<file path="config.mk">
export PLATFORM = sky130hd
export DESIGN_NAME = serial_to_parallel_rx_flat
export DESIGN_NICKNAME = d
export VERILOG_FILES = /design/src/rtl/sr_pkg.sv /design/src/rtl/serial_to_parallel_rx_if.sv /design/src/rtl/serial_to_parallel_rx_dff_sr.sv /design/src/rtl/serial_to_parallel_rx.sv /design/src/flat_wrapper.sv
export SDC_FILE = /design/constraint.sdc
export NUM_CORES = 1
export LEC_CHECK = 0
export ABC_AREA = 1
export CAP_MARGIN = 10
export CORE_MARGIN = 1.5
export CORE_UTILIZATION = 51
export DETAILED_ROUTE_END_ITERATION = 7
export HOLD_SLACK_MARGIN = 0.1
export PLACE_DENSITY = 0.82
export SKIP_CTS_REPAIR_TIMING = 1
export SYNTH_ARGS = -nofsm -noshare
export SYNTH_HDL_FRONTEND = slang
export SYNTH_SLANG_ARGS = --single-unit
</file>
<file path="constraint.sdc">
create_clock -name clk -period 1.1 [get_ports clk]
set_input_delay 0.11 -clock clk [delete_from_list [all_inputs] [get_ports clk]]
set_output_delay 0.11 -clock clk [all_outputs]
set_load 0.01 [all_outputs]
</file>
<file path="src/rtl/sr_pkg.sv">
// Shared types and helpers for the serial shift chain (receiver and transmitter sides).
package sr_pkg;

  typedef enum logic [1:0] {S_IDLE, S_DATA, S_STOP} rx_state_t;

  // Bit-count register width for a frame of `size` data bits; never narrower than one bit.
  function automatic int unsigned cnt_w(input int unsigned size);
    return (size > 1) ? $clog2(size) : 1;
  endfunction

endpackage

</file>
<file path="src/rtl/serial_to_parallel_rx_if.sv">
// Parallel word output of the receiver: data plus valid/ready handshake.
interface serial_to_parallel_rx_if #(
  parameter int unsigned SIZE = 10
) ();

  logic [SIZE-1:0] par_out;
  logic            out_valid;
  logic            out_ready;

  modport master (output par_out, output out_valid, input  out_ready);
  modport slave  (input  par_out, input  out_valid, output out_ready);

endinterface

</file>
<file path="src/rtl/serial_to_parallel_rx_dff_sr.sv">
// Bank of D flops with synchronous active-high reset to a parameterised value.
module dff_sr #(
  parameter int unsigned   W       = 1,
  parameter logic [W-1:0]  RST_VAL = '0
) (
  input  logic         i_clk,
  input  logic         i_rst,
  input  logic [W-1:0] i_d,
  output logic [W-1:0] o_q
);

  always_ff @(posedge i_clk) begin
    if (i_rst) o_q <= RST_VAL;
    else       o_q <= i_d;
  end

endmodule

</file>
<file path="src/rtl/serial_to_parallel_rx.sv">
// Frames a 1-bit serial stream (start, SIZE data bits LSB first, stop) into parallel words
// with a single holding register, flagging bad stop bits and overruns.
module serial_to_parallel_rx
  import sr_pkg::*;
#(
  parameter int unsigned SIZE     = 10,
  parameter logic        IDLE_LVL = 1'b1
) (
  input  logic                           clk,
  input  logic                           rst,
  input  logic                           sin,
  serial_to_parallel_rx_if.master        bus,
  output logic                           frame_err,
  output logic                           overrun,
  output logic                           busy
);

  localparam int unsigned CNT_W = cnt_w(SIZE);

  localparam logic [1:0] ST_IDLE = 2'(S_IDLE);
  localparam logic [1:0] ST_DATA = 2'(S_DATA);
  localparam logic [1:0] ST_STOP = 2'(S_STOP);

  localparam logic [CNT_W-1:0] CNT_LAST = CNT_W'(SIZE - 1);

  logic [1:0]       r_state, w_state_nxt;
  logic [CNT_W-1:0] r_cnt,   w_cnt_nxt;
  logic [SIZE-1:0]  r_shift, w_shift_nxt;
  logic [SIZE-1:0]  r_hold,  w_hold_nxt;
  logic             r_valid, w_valid_nxt;
  logic             r_ferr,  w_ferr_nxt;
  logic             r_ovr,   w_ovr_nxt;
  logic             r_busy,  w_busy_nxt;

  logic             w_stop_ok;
  logic             w_stop_bad;
  logic             w_load;
  logic             w_drain;

  dff_sr #(.W(2),     .RST_VAL(ST_IDLE)) u_state (.i_clk(clk), .i_rst(rst), .i_d(w_state_nxt), .o_q(r_state));
  dff_sr #(.W(CNT_W), .RST_VAL('0))      u_cnt   (.i_clk(clk), .i_rst(rst), .i_d(w_cnt_nxt),   .o_q(r_cnt));
  dff_sr #(.W(SIZE),  .RST_VAL('0))      u_shift (.i_clk(clk), .i_rst(rst), .i_d(w_shift_nxt), .o_q(r_shift));
  dff_sr #(.W(SIZE),  .RST_VAL('0))      u_hold  (.i_clk(clk), .i_rst(rst), .i_d(w_hold_nxt),  .o_q(r_hold));
  dff_sr #(.W(1),     .RST_VAL(1'b0))    u_valid (.i_clk(clk), .i_rst(rst), .i_d(w_valid_nxt), .o_q(r_valid));
  dff_sr #(.W(1),     .RST_VAL(1'b0))    u_ferr  (.i_clk(clk), .i_rst(rst), .i_d(w_ferr_nxt),  .o_q(r_ferr));
  dff_sr #(.W(1),     .RST_VAL(1'b0))    u_ovr   (.i_clk(clk), .i_rst(rst), .i_d(w_ovr_nxt),   .o_q(r_ovr));
  dff_sr #(.W(1),     .RST_VAL(1'b0))    u_busy  (.i_clk(clk), .i_rst(rst), .i_d(w_busy_nxt),  .o_q(r_busy));

  // Stop-bit verdict and holding-register handshake.
  always_comb begin
    w_stop_ok  = (r_state == ST_STOP) && (sin == IDLE_LVL);
    w_stop_bad = (r_state == ST_STOP) && (sin != IDLE_LVL);
    w_drain    = r_valid && bus.out_ready;
    w_load     = w_stop_ok && (!r_valid || bus.out_ready);
  end

  // Next-state, counter and shift register.
  always_comb begin
    w_state_nxt = r_state;
    w_cnt_nxt   = r_cnt;
    w_shift_nxt = r_shift;
    unique case (r_state)
      ST_IDLE: begin
        w_cnt_nxt = '0;
        if (sin == ~IDLE_LVL) w_state_nxt = ST_DATA;
      end
      ST_DATA: begin
        w_shift_nxt = {sin, r_shift[SIZE-1:1]};
        if (r_cnt == CNT_LAST) begin
          w_state_nxt = ST_STOP;
        end else begin
          w_cnt_nxt = r_cnt + CNT_W'(1);
        end
      end
      ST_STOP: begin
        w_state_nxt = ST_IDLE;
        w_cnt_nxt   = '0;
      end
      default: begin
        w_state_nxt = ST_IDLE;
        w_cnt_nxt   = '0;
      end
    endcase
  end

  // Holding register, valid tracking and one-cycle status pulses.
  always_comb begin
    w_hold_nxt  = r_hold;
    w_valid_nxt = r_valid;
    if (w_load) begin
      w_hold_nxt  = r_shift;
      w_valid_nxt = 1'b1;
    end else if (w_drain) begin
      w_valid_nxt = 1'b0;
    end
    w_ferr_nxt = w_stop_bad;
    w_ovr_nxt  = w_stop_ok && r_valid && !bus.out_ready;
    w_busy_nxt = (w_state_nxt != ST_IDLE);
  end

  assign bus.par_out   = r_hold;
  assign bus.out_valid = r_valid;
  assign frame_err     = r_ferr;
  assign overrun       = r_ovr;
  assign busy          = r_busy;

endmodule

</file>
<file path="src/flat_wrapper.sv">
// flat-port wrapper written by rule: the top's interface ports become plain ports
module serial_to_parallel_rx_flat import sr_pkg::*;
#(
  parameter int unsigned SIZE     = 10,
  parameter logic        IDLE_LVL = 1'b1
)
  (clk, rst, sin, frame_err, overrun, busy, bus_par_out, bus_out_valid, bus_out_ready);
  serial_to_parallel_rx_if #(.SIZE(SIZE)) bus_i ();
  input  logic clk;
  input  logic rst;
  input  logic sin;
  output logic frame_err;
  output logic overrun;
  output logic busy;
  output wire logic [$bits(bus_i.par_out)-1:0] bus_par_out;
  output wire logic [$bits(bus_i.out_valid)-1:0] bus_out_valid;
  input wire logic [$bits(bus_i.out_ready)-1:0] bus_out_ready;
  assign bus_par_out = bus_i.par_out;
  assign bus_out_valid = bus_i.out_valid;
  assign bus_i.out_ready = bus_out_ready;
  serial_to_parallel_rx #(.SIZE(SIZE), .IDLE_LVL(IDLE_LVL)) u_core (.clk(clk), .rst(rst), .sin(sin), .bus(bus_i), .frame_err(frame_err), .overrun(overrun), .busy(busy));
endmodule
</file>
After elaboration in Yosys (flattened, before gate mapping)
Index checks and enable logic that the tools add are counted.
{ "op_classes": {"add_sub_neg": 1, "eq_ne": 3, "n_mux": 5, "bitwise_logic": 2, "reduce_logical": 13} }
{ "ops": {"columns": ["op", "count"], "rows": [
  ["$logic_and 1x1->1", 6],
  ["$add 4x1->4 const B", 1],
  ["$eq 4x4->1 const B", 1],
  ["$mux 2", 2],
  ["$pmux 2 s2", 1],
  ["$reduce_bool 2->1", 2],
  ["$eq 2x1->1 const B", 1],
  ["$eq 2x2->1 const B", 1],
  ["$logic_not 1->1", 2],
  ["$logic_not 2->1", 1],
  ["$mux 1", 2],
  ["$not 1->1", 2],
  ["$reduce_or 2->1", 1],
  ["$logic_or 1x1->1", 1]
]} }
{ "word_totals": {"register_bits": 30, "input_bits": 4, "output_inout_bits": 14} }

Longest topological paths before layout
Gate-level depths: netlist (run 1).
{ "logic_depth": {"depth_word": 4, "mapped_depth": 7, "ltp_nobuf": 7} }

Cells and area by module
From an unflattened synthesis (run 1), not the netlist that was laid out.
{ "unflattened": {"hier_cells": 193, "hier_area_um2": 1350.0} }
{ "modules_own_cells": {"columns": ["mod", "n_inst", "cells_each", "area_per_inst_um2", "seq_area_each_um2"], "rows": [
  ["dff_sr at u_core.u_hold ...", 2, 31, 286.5, 200.2],
  ["serial_to_parallel_rx", 1, 101, 491.7, 0.0],
  ["dff_sr at u_core.u_busy ...", 4, 3, 30.0, 20.0],
  ["dff_sr at u_core.u_cnt", 1, 12, 110.1, 80.1],
  ["dff_sr at u_core.u_state", 1, 6, 55.1, 40.0]
]} }

Least setup slack after synthesis (run 1)
No wires, ideal clock.
{ "synth_path": {"path_type": "register -> register", "from": "register u_core.u_cnt.o_q[1]", "to": "register u_core.u_cnt.o_q[2]", "setup_ns": 0.078, "arrival_time_ns": 0.893, "t_required_ns": 1.022, "setup_slack_ns": 0.129, "path_stages_with_launch": 6, "synth_period_minus_slack_ns": 0.971, "cell_sequence": "dfxtp_1 > inv_1 > ha_1 > nand3b_1 > inv_1 > nor3_1"} }
{ "synth_between": {"elab_chain_len": 1, "word_cells_on_any_way": 2, "cone_classes": "1 x add/sub; 1 x eq/ne"} }
{ "synth_rtl": {"columns": ["item", "line", "rtl"], "rows": [
  ["start: declaration", "serial_to_parallel_rx_dff_sr.sv:9", "output logic [W-1:0] o_q"],
  ["start signal: assignment", "serial_to_parallel_rx_dff_sr.sv:14", "else o_q <= i_d;"],
  ["$add 4x1->4 / $eq 4x4->1 (equally long branches)", "serial_to_parallel_rx.sv:72, serial_to_parallel_rx.sv:69", null]
]} }
Parallel ways exist; a longest one is shown, timed or not.
A chain may end at the register's enable or synchronous reset.

Worst setup path after layout (run 1)
{ "layout_path": {"from": "register u_core.u_state.o_q[1]", "to": "register u_core.u_shift.o_q[8]"} }
{ "layout_between": {"elab_chain_len": 1} }
{ "layout_rtl": {"columns": ["item", "line", "rtl"], "rows": [
  ["start: declaration", "serial_to_parallel_rx_dff_sr.sv:9", null],
  ["start signal: assignment", "serial_to_parallel_rx_dff_sr.sv:14", null],
  ["$eq 2x1->1", "serial_to_parallel_rx.sv:62", "unique case (r_state)"],
  ["end signal: assignment", "serial_to_parallel_rx_dff_sr.sv:14", null],
  ["end: declaration", "serial_to_parallel_rx_dff_sr.sv:9", null]
]} }
Every way passes these cells.

==> results of run 1 <==
==> worst max-delay path by stage <==
stage / endpoint / slack (ps) / depth (start not counted)
3_3_place_gp: u_core.u_hold.o_q[2] / -70 / 7
6_report: u_core.u_shift.o_q[8] / 40 / 5
4_1_cts: bus_par_out[2] / -240 / 1
3_5_place_dp: u_core.u_hold.o_q[9] / -130 / 7
5_1_grt: u_core.u_cnt.o_q[1] / -30 / 6
2_1_floorplan: u_core.u_cnt.o_q[2] / 130 / 5
==> layout make-up <==
cell class                      count  area, sq um  share of cell area
Clock inverter                      1         30.0              0.0191
Multi-Input combinational cell     88          494               0.315
Timing Repair Buffer               23          275               0.175
Inverter                           20         75.1              0.0478
Sequential cell                    30          608               0.388
Tap cell                           28         35.0              0.0223
Clock buffer                        6         51.3              0.0327
==> cells in the mapped netlist, types with 6 or more instances <==
library cell	number	area, sq um
inv_1	18	67.6
nand2_1	16	60.1
dfxtp_1	30	601
o21ai_0	11	55.1
nor2_1	20	75.1
a21oi_1	14	70.1
nand4_1	10	62.6
buf_2	6	30.0
==> kinds of logic after synthesis <==
logic type | after synthesis | synth area share
compound gates | 25 | 0.108
xor+xnor | 1 | 0.00759
fa+ha+maj | 2 | 0.0217
buf+inv | 26 | 0.0910
flops | 30 | 0.520
simple gates | 59 | 0.251
==> flip-flops by register name, indices dropped and copies added, names as in the netlist <==
signal	flops
u_core.u_state.o_q	2
u_core.u_ferr.o_q	1
u_core.u_cnt.o_q	4
u_core.u_shift.o_q	10
u_core.u_hold.o_q	10
u_core.u_ovr.o_q	1
u_core.u_valid.o_q	1
u_core.u_busy.o_q	1
==> power by group through the flow <==
| stage | registers (mW) | logic [mW] | clock network, mW |
|---|---|---|---|
| floorplan | 1.16 | 0.0920 | 0 |
| global placement | 1.16 | 0.146 | 0 |
| detailed placement | 1.17 | 0.153 | 0 |
| CTS | 1.14 | 0.154 | 0.914 |
| global route | 1.15 | 0.183 | 0.973 |
| finish | 1.14 | 0.162 | 0.901 |
==> per-stage QoR <==
step	setup TNS [ps]	cell area [sq um]	util
after floorplan	0	1150	-
after global placement	-704	1390	0.642
after detailed placement	-1330	1390	0.642
after CTS	-3100	1470	0.679
after global routing	-25.7	1570	0.723
final	0	1570	0.723
==> metal layers <==
layer / part of all wire / vias up
li1: - / 515
met4: 0.011 / 0
met5: 0 / -
met2: 0.51 / 14
met1: 0.43 / 476
met3: 0.046 / 4
==> critical path: stages (launching register included) <==
cell	delay, ps
dfxtp_2	350
inv_2	100
nand2_2	100
buf_12	160
o21ai_0	170
a21oi_1	70
==> flow_summary.json, run 1 <==
{
  "p_leak_nw": 0.856,
  "finalNonFillerCells": 196,
  "ys_seq_area_frac": 0.520,
  "fp-row-count": 17,
  "cts.clk_slew.worst_paths_ps": 90,
  "required_ps": 1320,
  "min_to": "u_core.u_shift.o_q[0]",
  "grt_pass1_wl_mm": 3.84,
  "maxCapViolations": 0,
  "synth_edf_count": 0,
  "cp-startpoint": "u_core.u_state.o_q[1]",
  "antenna_found_initial": 0,
  "io_pins": 18,
  "drive_gt1_frac": 0.190,
  "slew_viol_final": 0,
  "hold_viol": 0,
  "vias": 1009,
  "fin_hold_ws_ps": 472,
  "nFillCells": 167,
  "clockBufferDepth": 2,
  "busiest_layer": "met2",
  "r2r-end": "u_core.u_shift.o_q[8]",
  "worst_slack_ps": 39.6,
  "cts_root_buffer": "clkbuf_4",
  "met1_usage": 0.223,
  "cp-end-kind": "register",
  "io_buffers": 17,
  "synth_flop_cell": "dfxtp_1",
  "powerDensity_nw_per_um2": 1410,
  "p_seq_frac": 0.518,
  "syn-instance-count": 143,
  "post_drt_wl_per_cell_um": 12.6,
  "syn_area_per_cell_sq_um": 8.08,
  "max-slew-margin-rel": 0.834,
  "layout-area-overhead-vs-synth_pct": 35.9,
  "reg2regPathDepth": 5,
  "fmax_mhz": 943,
  "grt.overflow.total": 0,
  "clk_latency_ps": 330,
  "grt_pass1_vias": 899,
  "ys_async_sr_fraction": 0,
  "skew_ps": 3.15,
  "cp-start-kind": "register",
  "yosysWarnings": 0,
  "fin_crit_sh": 0.964,
  "coreArea_sq_um": 2170,
  "p_int_mw": 1.72,
  "syn_area_sq_um": 1150,
  "ys_seq_elements": 30,
  "cp_data_arrival_time_ps": 1280,
  "grt_use_total": 0.205,
  "final_cell_mix": "dfxtp_1 (26), nor2_1 (20), nand2_1 (16), inv_1 (15), dlymetal6s2s_1 (14)",
  "h-tree-depth": 2,
  "pwr-share-comb": 0.073,
  "synth_cell_type_count": 19,
  "remaining_drc_errors": 0,
  "critPathMaxFanout": 20,
  "die-area_sq_um": 2560,
  "grt_max_degree": 22,
  "rsz0062_at_grt": "true",
  "drt_iter0_drc": 19,
  "wl_mm": 2.46,
  "tightest_slew_ps": 247,
  "die_w_um": 50.6,
  "layout_commonest_cell": "dfxtp_1",
  "power.switching_mw": 0.488,
  "holdPathStages": 2,
  "place_inst": 187,
  "fin_nets": 174,
  "synth.net_count": 149,
  "die_y_um": 50.6,
  "use_met3": 0.0982,
  "met2_usage": 0.340,
  "vias_per_cell": 5.15,
  "status": "complete, no violations",
  "place_ws_ps": -129,
  "period_needed_ps": 1060,
  "cts_buffers": 5,
  "rrSetupSlack_ps": 40,
  "setup_violations": 0,
  "power.share.switching": 0.221,
  "timing.rr.start": "u_core.u_state.o_q[1]",
  "min_from": "u_core.u_shift.o_q[0]",
  "p_total_mw": 2.21,
  "start_util": 0.532,
  "hold_path_class": "register to register",
  "pwr-share-clk": 0.408,
  "path_class": "register to register",
  "first_pass_iters": 4,
  "cts_tree": "done",
  "ir_worst_vdd_mv": 0.964,
  "hpwl_mm": 1.56,
  "diodes": 0,
  "cts.sink_count": 30,
  "gp_congestion": 0.706,
  "antenna_left": 0
}
No activity file was read; power rests on OpenSTA's default activity.
==> run 2: changes to the inputs <==
--- a/config.mk
+++ b/config.mk
@@ -8,10 +8,10 @@
 export ABC_AREA = 1
 export CAP_MARGIN = 10
 export CORE_MARGIN = 1.5
-export CORE_UTILIZATION = 51
+export CORE_UTILIZATION = 44
 export DETAILED_ROUTE_END_ITERATION = 7
 export HOLD_SLACK_MARGIN = 0.1
-export PLACE_DENSITY = 0.82
+export PLACE_DENSITY = 0.73
 export SKIP_CTS_REPAIR_TIMING = 1
 export SYNTH_ARGS = -nofsm -noshare
 export SYNTH_HDL_FRONTEND = slang
==> run 2 against run 1 <==
Net effect: the run now ends with negative setup slack left; design area shrank 2.1%; core utilization shrank 10 points; sequential share of layout area grew 0.58 points; flip-flop and latch count is the same; non-clock buffer count grew 2; critical path type unchanged; critical endpoint is now u_core.u_cnt.o_q[0].
==> flow_summary.json, run 2 (synthesized netlist as in run 1, its figures left out) <==
{
  "finalNonFillerCells": 201,
  "cp_data_arrival_time_ps": 1390,
  "grt_pass1_wl_mm": 3.35,
  "cts.sink_count": 30,
  "place_ws_ps": -104,
  "grt_max_degree": 22,
  "status": "complete, but fails checks",
  "io_buffers": 17,
  "clockBufferDepth": 2,
  "fin_nets": 176,
  "coreArea_sq_um": 2480,
  "layout_commonest_cell": "dfxtp_1",
  "drt_iter0_drc": 16,
  "final_cell_mix": "dfxtp_1 (27), nor2_1 (20), inv_1 (16), nand2_1 (16), dlymetal6s2s_1 (14)",
  "vias_per_cell": 4.80,
  "place_inst": 191,
  "cp-start-kind": "register",
  "ir_worst_vdd_mv": 0.884,
  "path_class": "register to register",
  "min_from": "u_core.u_shift.o_q[0]",
  "die-area_sq_um": 2940,
  "die_y_um": 54.2,
  "h-tree-depth": 2,
  "hold_path_class": "register to register",
  "cp-end-kind": "register",
  "fp-row-count": 18,
  "grt_pass1_vias": 813,
  "cts_tree": "done",
  "design_area_sq_um": 1540,
  "antenna_found_initial": 0,
  "hpwl_mm": 1.48,
  "cts_buffers": 5,
  "fin_crit_sh": 1.04,
  "p_leak_nw": 0.855,
  "max-slew-margin-rel": 0.842,
  "r2r-end": "u_core.u_cnt.o_q[0]",
  "diodes": 0,
  "holdPathStages": 2,
  "rrSetupSlack_ps": -40,
  "drive_gt1_frac": 0.181,
  "slew_viol_final": 0,
  "powerDensity_nw_per_um2": 1290,
  "met1_usage": 0.184,
  "antenna_left": 0,
  "grt_use_total": 0.167,
  "cts_root_buffer": "clkbuf_4",
  "grt.overflow.total": 0,
  "wl_mm": 2.23,
  "clk_latency_ps": 340,
  "die_w_um": 54.2,
  "use_met3": 0.0902,
  "remaining_drc_errors": 0,
  "rsz0062_at_grt": "true",
  "met2_usage": 0.259,
  "busiest_layer": "met2",
  "post-route-util": 0.620,
  "io_pins": 18,
  "tightest_slew_ps": 234,
  "reg2regPathDepth": 6,
  "hold_viol": 0,
  "setup_violations": 1,
  "violations": "negative setup slack",
  "timing.rr.start": "u_core.u_cnt.o_q[1]",
  "skew_ps": 12.2,
  "required_ps": 1340,
  "worst_slack_ps": -43.4,
  "min_to": "u_core.u_shift.o_q[0]",
  "post_drt_wl_per_cell_um": 11.1,
  "nFillCells": 223,
  "period_needed_ps": 1140,
  "reg_top3": "u_core.u_hold.o_q x10, u_core.u_shift.o_q x10, u_core.u_cnt.o_q x4",
  "placed_cell_area_sq_um": 1410,
  "layout-area-overhead-vs-synth_pct": 33.0,
  "fmax_mhz": 875,
  "first_pass_iters": 4,
  "start_util": 0.466,
  "cts.clk_slew.worst_paths_ps": 100,
  "vias": 964,
  "p_total_mw": 1.98,
  "critPathMaxFanout": 4,
  "gp_congestion": 0.715,
  "maxCapViolations": 0
}
==> run 2: through the flow <==
step | setup TNS [ps] | hold slack (ps)
after global routing | -169 | 477
after floorplan | 0 | 179
after CTS | -3090 | 423
after global placement | -626 | 440
after detailed placement | -1140 | 456
final | -43.4 | 463
==> run 2: routing by layer <==
metal | up-vias | wire length, um
met4 | 0 | 54
met3 | 5 | 148
met1 | 420 | 959
met2 | 22 | 1060
li1 | 517 | -
met5 | - | 0
==> run 2: worst max-delay path by stage <==
stage	start	endpoint	slack, ps	depth (start not counted)
finish	u_core.u_cnt.o_q[1]	u_core.u_cnt.o_q[0]	-40	6
global route	u_core.u_cnt.o_q[1]	u_core.u_cnt.o_q[0]	-80	6
CTS	u_core.u_hold.o_q[9]	bus_par_out[9]	-240	1
detailed placement	bus_out_ready	u_core.u_hold.o_q[0]	-100	7
global placement	sin	u_core.u_hold.o_q[9]	-60	5
floorplan	u_core.u_cnt.o_q[1]	u_core.u_cnt.o_q[2]	130	5
==> run 2: layout make-up <==
cell class | instances | area [sq um] | share of cell area
repair buffers | 25 | 290 | 0.189
multi-input cells | 88 | 469 | 0.305
clock inverters | 1 | 5.00 | 0.00326
flip-flops and latches | 30 | 604 | 0.393
clock buffers | 7 | 55.1 | 0.0358
well taps | 30 | 37.5 | 0.0244
inverters | 20 | 75.1 | 0.0489
==> run 2: report_power, final <==
group	internal, mW	leakage, nW	switching [mW]
clock network	0.309	0.0353	0.382
logic	0.0669	0.574	0.0829
registers	1.12	0.245	0.0195
total	1.50	0.855	0.484
==> run 2: critical path: stages, from the launching register on <==
cell and delay (ps):
dfxtp_2 350, inv_2 60, ha_1 140, nand3b_1 180, buf_4 190, nand3b_1 70
nand2_1 50
